File: config.mk
export PLATFORM = sky130hd
export DESIGN_NAME = apb_req_arbiter
export DESIGN_NICKNAME = d
export VERILOG_FILES = /design/src/rtl/apb_pkg.sv /design/src/rtl/rr_pick.sv /design/src/rtl/apb_req_arbiter.sv
export SDC_FILE = /design/constraint.sdc
export NUM_CORES = 1
export LEC_CHECK = 0
export ABC_AREA = 1
export ABC_CLOCK_PERIOD_IN_PS = 1500
export BUFFER_PORTS_ARGS = -buffer_cell sky130_fd_sc_hd__buf_2
export CAP_MARGIN = 20
export CORE_UTILIZATION = 43
export CTS_CLUSTER_SIZE = 20
export DETAILED_ROUTE_END_ITERATION = 8
export GPL_ROUTABILITY_DRIVEN = 0
export GPL_TIMING_DRIVEN = 0
export PLACE_DENSITY = 0.78
export SLEW_MARGIN = 10
export SYNTH_ARGS = -nofsm -noshare
export SYNTH_HDL_FRONTEND = slang
export SYNTH_SLANG_ARGS = --single-unit
File: constraint.sdc
create_clock -name pclk -period 1.5 [get_ports pclk]
set_clock_uncertainty 0.05 [all_clocks]
set_input_delay 0.3 -clock pclk [delete_from_list [all_inputs] [get_ports pclk]]
set_output_delay 0.3 -clock pclk [all_outputs]
set_load 0.005 [all_outputs]
File: src/rtl/apb_pkg.sv
// apb_pkg: definitions shared by the APB subsystem blocks.
//   - Default APB address/data widths.
//   - APB bus phase encoding (idle/setup/access) as used by the APB master.
//   - Request arbiter state encoding and requester index width.
package apb_pkg;

   // Default APB bus widths.
   localparam int unsigned ApbAddrWidth = 8;
   localparam int unsigned ApbDataWidth = 8;

   // Requester indices are carried on 2 bits, so at most 4 requesters.
   localparam int unsigned ReqIdxW = 2;
   localparam int unsigned MaxReq  = 4;

   // APB bus phases as seen by the master.
   typedef enum logic [1:0] {
      ApbPhIdle   = 2'd0,
      ApbPhSetup  = 2'd1,
      ApbPhAccess = 2'd2
   } apb_phase_e;

   // Request arbiter states.
   typedef enum logic [1:0] {
      StIdle = 2'd0,
      StXfer = 2'd1,
      StResp = 2'd2
   } arb_state_e;

endpackage

File: src/rtl/rr_pick.sv
// rr_pick: combinational round-robin picker.
//   req_i   : pending request per requester
//   last_i  : index of the previously granted requester
//   valid_o : at least one request is pending
//   idx_o   : first pending requester searching upward, modulo NREQ, from last_i+1
// The previously granted requester is therefore the lowest priority.
module rr_pick
   import apb_pkg::*;
#(
   parameter int unsigned NREQ = 2
) (
   input  logic [NREQ-1:0]    req_i,
   input  logic [ReqIdxW-1:0] last_i,
   output logic               valid_o,
   output logic [ReqIdxW-1:0] idx_o
);

   localparam int N = int'(NREQ);

   always_comb begin
      valid_o = 1'b0;
      idx_o   = '0;
      // Walk distances from farthest to nearest so the nearest pending requester is written last
      // and wins.
      for (int k = N; k >= 1; k--) begin
         for (int i = 0; i < N; i++) begin
            if (req_i[i] && (i == ((int'(last_i) + k) % N))) begin
               valid_o = 1'b1;
               idx_o   = ReqIdxW'(i);
            end
         end
      end
   end

endmodule

File: src/rtl/apb_req_arbiter.sv
// apb_req_arbiter: shares one APB master command port between NREQ local requesters.
//   pclk, prst            : clock and synchronous active-high reset
//   req/req_write         : per-requester request level (held until ack) and direction (1 = write)
//   req_addr/req_wdata    : packed per-requester address / write data, requester i at [i*W +: W]
//   ack                   : one-cycle one-hot completion pulse
//   rdata                 : read data, valid in the ack cycle of a read
//   grant_id              : current/last granted requester
//   busy                  : transfer in flight
//   m_ptransfer ...       : command to the APB master (transfer, direction, addresses, write data)
//   psel/penable/pready   : APB bus monitor, completion is psel & penable & pready
//   prdata                : APB read data monitor
// A grant is only decided in IDLE, so each transfer is followed by a RESP cycle (ack) and an
// IDLE cycle before the next one begins.
module apb_req_arbiter
   import apb_pkg::*;
#(
   parameter int unsigned NREQ = 2,
   parameter int unsigned AW   = ApbAddrWidth,
   parameter int unsigned DW   = ApbDataWidth
) (
   input  logic              pclk,
   input  logic              prst,
   input  logic [NREQ-1:0]    req,
   input  logic [NREQ-1:0]    req_write,
   input  logic [NREQ*AW-1:0] req_addr,
   input  logic [NREQ*DW-1:0] req_wdata,
   output logic [NREQ-1:0]    ack,
   output logic [DW-1:0]      rdata,
   output logic [1:0]         grant_id,
   output logic               busy,
   output logic               m_ptransfer,
   output logic               m_pread_write,
   output logic [AW-1:0]      m_write_paddr,
   output logic [AW-1:0]      m_read_paddr,
   output logic [DW-1:0]      m_write_data,
   input  logic               psel,
   input  logic               penable,
   input  logic               pready,
   input  logic [DW-1:0]      prdata
);

   arb_state_e         state_q, state_d;
   logic [ReqIdxW-1:0] grant_q, grant_d;
   logic               wr_q, wr_d;
   logic [AW-1:0]      addr_q, addr_d;
   logic [DW-1:0]      wdata_q, wdata_d;
   logic [DW-1:0]      rdata_q, rdata_d;
   logic [NREQ-1:0]    ack_q, ack_d;

   logic               pick_valid;
   logic [ReqIdxW-1:0] pick_idx;
   logic               win_write;
   logic [AW-1:0]      win_addr;
   logic [DW-1:0]      win_wdata;
   logic               bus_done;

   assign bus_done = psel & penable & pready;

   rr_pick #(
      .NREQ (NREQ)
   ) u_rr_pick (
      .req_i   (req),
      .last_i  (grant_q),
      .valid_o (pick_valid),
      .idx_o   (pick_idx)
   );

   // Winner's command fields, muxed out of the packed request buses.
   always_comb begin
      win_write = 1'b0;
      win_addr  = '0;
      win_wdata = '0;
      for (int i = 0; i < int'(NREQ); i++) begin
         if (pick_idx == ReqIdxW'(i)) begin
            win_write = req_write[i];
            win_addr  = req_addr[i*AW +: AW];
            win_wdata = req_wdata[i*DW +: DW];
         end
      end
   end

   always_comb begin
      state_d     = state_q;
      grant_d     = grant_q;
      wr_d        = wr_q;
      addr_d      = addr_q;
      wdata_d     = wdata_q;
      rdata_d     = rdata_q;
      ack_d       = '0;
      m_ptransfer = 1'b0;

      unique case (state_q)
         StIdle: begin
            if (pick_valid) begin
               grant_d = pick_idx;
               wr_d    = win_write;
               addr_d  = win_addr;
               wdata_d = win_wdata;
               state_d = StXfer;
            end
         end

         StXfer: begin
            // Drop the request in the completion cycle so the master idles after one transfer.
            m_ptransfer = ~bus_done;
            if (bus_done) begin
               if (!wr_q) begin
                  rdata_d = prdata;
               end
               for (int i = 0; i < int'(NREQ); i++) begin
                  ack_d[i] = (grant_q == ReqIdxW'(i));
               end
               state_d = StResp;
            end
         end

         StResp: begin
            state_d = StIdle;
         end

         default: begin
            state_d = StIdle;
         end
      endcase
   end

   always_ff @(posedge pclk) begin
      if (prst) begin
         state_q <= StIdle;
         grant_q <= ReqIdxW'(NREQ - 1);
         wr_q    <= 1'b0;
         addr_q  <= '0;
         wdata_q <= '0;
         rdata_q <= '0;
         ack_q   <= '0;
      end else begin
         state_q <= state_d;
         grant_q <= grant_d;
         wr_q    <= wr_d;
         addr_q  <= addr_d;
         wdata_q <= wdata_d;
         rdata_q <= rdata_d;
         ack_q   <= ack_d;
      end
   end

   assign ack           = ack_q;
   assign rdata         = rdata_q;
   assign grant_id      = grant_q;
   assign busy          = (state_q != StIdle);
   // Latched command is held after the transfer; the master only acts on it with m_ptransfer.
   assign m_pread_write = wr_q;
   assign m_write_paddr = addr_q;
   assign m_read_paddr  = addr_q;
   assign m_write_data  = wdata_q;

   // Sanity properties.
   ack_onehot_a: assert property (@(posedge pclk) disable iff (prst) $onehot0(ack));
   ack_in_resp_a: assert property (@(posedge pclk) disable iff (prst) (|ack) |-> (state_q == StResp));
   xfer_only_busy_a: assert property (@(posedge pclk) disable iff (prst) m_ptransfer |-> busy);

endmodule

==> reports/metrics.cfg, run 1 <==
[clock_tree]
clock_sinks = 30
htreeDepth = 2
cts_hold_buf = 0
cts_buffers = 5
cts_tree = built
clock_latency_ps = 290
clk_pin_slew_ps = 70
root_buffer = clkbuf_8
cts_buffer_depth = 2

[worst_setup_path]
path_cells = inv_1, nand2_2, inv_1, nand2_1, inv_1, buf_2
crit_top_cell = inv_1
critPathKind = reg -> out
crit_path_start_kind = register
slowest_stage = dfxtp_1
critPathCaptureType = primary output
max_stage_delay_ps = 340
cp.arrival_ps = 1060
critPathMaxFanout = 4
cp_data_required_time_ps = 1150

[detailed_routing]
drcViolationCount = 0
ant_nets = 0
drtIter0Drc = 43
route.vias.total = 1726
firstDrtPassIters = 4
wirelength_um = 3750
viasPerCell = 4.23
wl_per_cell_um = 9.18

[placement]
dpl.cell_count = 400
portBuffers = 86
dp_hpwl_um = 2840

[outcome]
status = completed

[global_routing]
grt_pass1_wl_um = 6220
grt_pass1_vias = 1501
grt_util_all_layers_pct = 20.0
antenna_found_initial = 0
overflow = 0
grt_max_degree = 11

[sta]
rsz0062_at_grt = no
period_share_pct = 94.0
worst_pin_slew_ps = 556
report.final.slew_viol_count = 0
setup_viol = 0
fmax_mhz = 709
max_slew_margin_pct = 62.8
finalHoldViolations = 0
period_minus_slack_ps = 1410
fin_tns_setup_ps = 0

[floorplan]
ios = 88
die_width_um = 63.4
row_count = 21
initial_core_util_pct = 46.7
coreArea_um2 = 3470
die_h_um = 63.4
dieArea_um2 = 4010

[finish]
finalNetCount = 410
drive_gt1_share_pct = 32.3
diodes = 0
final_cells = 408
syn_to_final_growth_pct = 39.1

[yosys]
synth_flop_cell = dfxtp_1
async_reset_ff_share_pct = 0
yosys.area.top_type = dfxtp_1
yosysMostFrequentCell = nand2_1
synth_edf_count = 0
yosysSeqAreaShare_pct = 37.1
synthDistinctLibCells = 19
ys_ff_latch = 30
yosysWarnings = 0
synth.area.top_cells = dfxtp_1 (37%), nand2_1 (19%), nor2_1 (16%)
synth_cells = 268
synth_area_um2 = 1620
synthTopCellsByCount = nand2_1 (81), nor2_1 (69), inv_1 (47)
syn_nets = 317
synth_top_area_share_pct = 37.1
syn_area_per_cell_um2 = 6.04

[power]
clockPowerShare_pct = 41.8
swShare_pct = 25.7
combPwrFrac_pct = 21.4
ir_drop_mv = 0.706
p_per_area_nw_per_um2 = 1090
p_seq_share_pct = 36.7
internal-power_mw = 1.82
power_switching_mw = 0.629
p_leak_nw = 1.40

[hold_path]
hold_class = in -> reg

[job]
maxCapViolCount = 0

## power by group through the flow
stage / sequential, mW / clock (mW) / combinational, mW
after floorplan: 0.922 / 0 / 0.319
after global placement: 0.916 / 0 / 0.520
after detailed placement: 0.918 / 0 / 0.529
after CTS: 0.901 / 1.03 / 0.531
after global routing: 0.908 / 1.08 / 0.602
final: 0.900 / 1.03 / 0.526
## through the flow
step / total power [mW] / util [%] / hold WS, ps / setup WS (ps) / cell area, um2
final: 2.45 / 64.9 / 171 / 90.2 / 2250
after floorplan: 1.24 / - / 319 / 379 / 1620
after CTS: 2.46 / 64.9 / 163 / 55.4 / 2250
after global placement: 1.44 / 60.8 / 410 / 144 / 2110
after detailed placement: 1.45 / 60.8 / 419 / 131 / 2110
after global routing: 2.59 / 64.9 / 165 / 9.55 / 2250
## layout make-up
cell class	count	area (um2)
clock inverters	2	60.1
fillers	351	1220
flip-flops and latches	30	601
clock buffers	6	82.6
plain buffers	16	129
well taps	46	57.6
multi-input cells	174	712
inverters	48	180
repair buffers	86	430
## layout by cell type (no fill, tap or decap), types with 2 or more instances in the layout
cell / n
nor2_2: 3
inv_1: 47
clkbuf_8: 6
buf_2: 87
nand2_1: 80
nor2_1: 69
bufinv_16: 2
nand3_1: 12
buf_6: 4
dfxtp_1: 30
nand2_2: 3
buf_4: 10
## sequential cells by signal, summed over array words and instances (netlist names)
register,count
rdata,8
state_q,2
grant_id,1
m_read_paddr,8
m_pread_write,1
m_write_data,8
ack,2
## critical path, delay by kind of cell, from the launching register on
family / cells / cell delay (ps)
simple gates: 2 / 160
buf+inv: 4 / 290
flops: 1 / 340
## worst paths after layout
path / slack [ps] / to / startpoint / cells past startpoint
hold / removal: 170 / state_q[0] / prst / 2
setup / recovery: 90 / m_ptransfer / state_q[1] / 6
setup reg to reg: 190 / rdata[2] / state_q[1] / 6
hold reg to reg: 430 / rdata[3] / rdata[3] / 2
## metal layers
| metal | part of all wire [%] | routed length [um] | up-vias | global-route usage (%) |
|---|---|---|---|---|
| met5 | 0 | 0 | - | 0 |
| met4 | 1.0 | 38 | 0 | 8.52 |
| met3 | 6.5 | 242 | 4 | 6.70 |
| met2 | 47 | 1770 | 54 | 33.9 |
| met1 | 45 | 1690 | 722 | 22.5 |
| li1 | - | - | 946 | - |
## cells by family (layout without fill, tap and decap cells)
logic type,Yosys count,after routing,share of synthesized area (%)
flip-flops,30,30,37.1
AO/OA/AOI/OAI,2,2,0.850
other,1,1,0.232
buffers and inverters,64,158,19.1
AND/OR/NAND/NOR,171,171,42.7
## repair_timing
action	CTS	global route
setup buffers	0	0
endpoints found under the setup margin	0	1
gates resized for setup	0	1
Note: power is estimated with default switching activity, not from simulation.
==> run 2, diff against run 1 <==
- CELL_PAD_IN_SITES_DETAIL_PLACEMENT: default -> 0
- CELL_PAD_IN_SITES_GLOBAL_PLACEMENT: default -> 1
- CORE_UTILIZATION: 43 -> 28
- PLACE_DENSITY: 0.78 -> default
- PLACE_DENSITY_LB_ADDON: default -> 0.1
- SETUP_SLACK_MARGIN: default -> 0.02
==> reports/metrics.cfg, run 2 (synthesized netlist as in run 1, its figures left out) <==
[clock_tree]
clock_sinks = 30  ; unchanged
cts_buffer_depth = 2  ; unchanged
clk_pin_slew_ps = 60  ; was 70 ps
cts_hold_buf = 0  ; unchanged
cts_tree = built  ; unchanged
cts_buffers = 5  ; unchanged
htreeDepth = 2  ; unchanged
root_buffer = clkbuf_8  ; unchanged
clock_latency_ps = 270  ; was 290 ps

[detailed_routing]
wirelength_um = 4170  ; was 3750 um
drcViolationCount = 0  ; unchanged
firstDrtPassIters = 4  ; unchanged
viasPerCell = 3.89  ; was 4.23
route.vias.total = 1694  ; was 1726
wl_per_cell_um = 9.59  ; was 9.18 um
ant_nets = 0  ; unchanged
drtIter0Drc = 43  ; unchanged

[floorplan]
row_count = 27  ; was 21
coreArea_um2 = 5540  ; was 3470 um2
ios = 88  ; unchanged
die_h_um = 78.0  ; was 63.4 um
dieArea_um2 = 6090  ; was 4010 um2
die_width_um = 78.0  ; was 63.4 um
initial_core_util_pct = 29.2  ; was 46.7%

[global_routing]
grt_util_met3_pct = 4.65  ; was 6.70%
antenna_found_initial = 0  ; unchanged
grt_use_met2_pct = 24.9  ; was 33.9%
grt_util_all_layers_pct = 14.9  ; was 20.0%
grt_max_degree = 11  ; unchanged
grtUsageMet1_pct = 18.1  ; was 22.5%
overflow = 0  ; unchanged
grt_pass1_wl_um = 7130  ; was 6220 um
grt_pass1_vias = 1628  ; was 1501
top_usage_layer = met2  ; unchanged

[worst_setup_path]
crit_path_start_kind = register  ; unchanged
cp_data_required_time_ps = 1150  ; about the same
critPathCaptureType = primary output  ; unchanged
slowest_stage = dfxtp_2  ; was dfxtp_1
path_buf_inv = 2  ; was 4
cp.arrival_ps = 1000  ; was 1060 ps
critPathMaxFanout = 4  ; unchanged
critPathKind = reg -> out  ; unchanged
critPathTopFamily = flip-flops  ; unchanged
path_cells = inv_1, nand2_1, buf_2  ; was inv_1, nand2_2, inv_1, nand2_1, inv_1, buf_2
max_stage_delay_ps = 350  ; was 340 ps

[finish]
drive_gt1_share_pct = 33.1  ; was 32.3%
syn_to_final_growth_pct = 38.6  ; was 39.1%
final_cells = 435  ; was 408
layout_commonest_cell = buf_2  ; unchanged
fill_cells = 670  ; was 351
final_cell_mix = buf_2 (87), nand2_1 (80), nor2_1 (69)  ; unchanged
final_cell_area_um2 = 2240  ; was 2250 um2
finalNetCount = 411  ; was 410
diodes = 0  ; unchanged

[sta]
period_minus_slack_ps = 1350  ; was 1410 ps
fin_tns_setup_ps = 0  ; unchanged
fmax_mhz = 740  ; was 709 MHz
max_slew_margin_pct = 63.5  ; was 62.8%
rsz0062_at_grt = no  ; unchanged
finalHoldViolations = 0  ; unchanged
setup_viol = 0  ; unchanged
report.final.slew_viol_count = 0  ; unchanged
worst_pin_slew_ps = 545  ; was 556 ps
period_share_pct = 90.1  ; was 94.0%

[power]
p_leak_nw = 1.38  ; was 1.40 nW
p_per_area_nw_per_um2 = 937  ; was 1090 nW/um2
ir_drop_mv = 0.423  ; was 0.706 mV

[job]
maxCapViolCount = 0  ; unchanged

[placement]
dpl.cell_count = 426  ; was 400
portBuffers = 86  ; unchanged
dp_hpwl_um = 3110  ; was 2840 um
placed_cell_area_um2 = 2140  ; was 2110 um2

[hold_path]
hold_class = in -> reg  ; unchanged

[outcome]
status = completed  ; unchanged

[run 2: cell types whose count changed in the layout (fill, tap and decap cells not counted)]
cell       change
dfxtp_2        +2
buf_4          +1
dfxtp_1        -2
inv_1          -1
inv_2          +1
bufinv_16      -2
clkinv_2       +1
clkbuf_1       +1
[run 2: area by class of cell]
type / instances / area, um2 / share of cell area (%)
clock buffers: 7 / 86.3 / 3.85
inverters: 48 / 180 / 8.03
repair buffers: 87 / 438 / 19.5
well taps: 72 / 90.1 / 4.02
plain buffers: 16 / 129 / 5.74
clock inverters: 1 / 5.00 / 0.223
multi-input cells: 174 / 712 / 31.7
flip-flops and latches: 30 / 603 / 26.9
[run 2: what timing repair did]
item,in CTS,in global routing
endpoints found under the hold margin,0,0
resized for setup,0,4
buffers inserted,0,1
endpoints found under the setup margin,0,8
[run 2: path summary, 6_finish.rpt]
path                                  from    endpoint  slack [ps]  depth (start not counted)
worst max register to register  state_q[1]    rdata[3]         250                          6
worst min-delay path                  prst  state_q[0]         170                          2
worst max-delay path            state_q[0]        busy         150                          3
worst min register to register    rdata[0]    rdata[0]         430                          2
[run 2: layer usage]
layer  vias up  part of all wire, %
met3         5                  6.8
li1        951                    -
met4         0                 0.86
met1       690                   47
met5         -                    0
met2        48                   45
[run 2: power breakdown]
part,switching (mW),internal (mW)
combinational,0.280,0.255
clock,0.296,0.370
sequential,0.0397,0.862
total,0.616,1.49
[run 2: worst reg2reg max path: cells and delay by family, from the launching register on]
family,cells,cell delay (ps)
buffers and inverters,1,60
flip-flops,1,330
AND/OR/NAND/NOR,5,720
[run 2: metrics by stage]
stage          util (%)  worst slack, ps  hold WS [ps]  power (mW)
3_5_place_dp       38.6             81.9           419        1.46
3_3_place_gp       38.6             86.8           408        1.46
4_1_cts            40.3             55.2           174        2.14
2_1_floorplan         -              379           319        1.24
5_1_grt            40.5             31.2           174        2.27
6_report           40.5              149           173        2.10
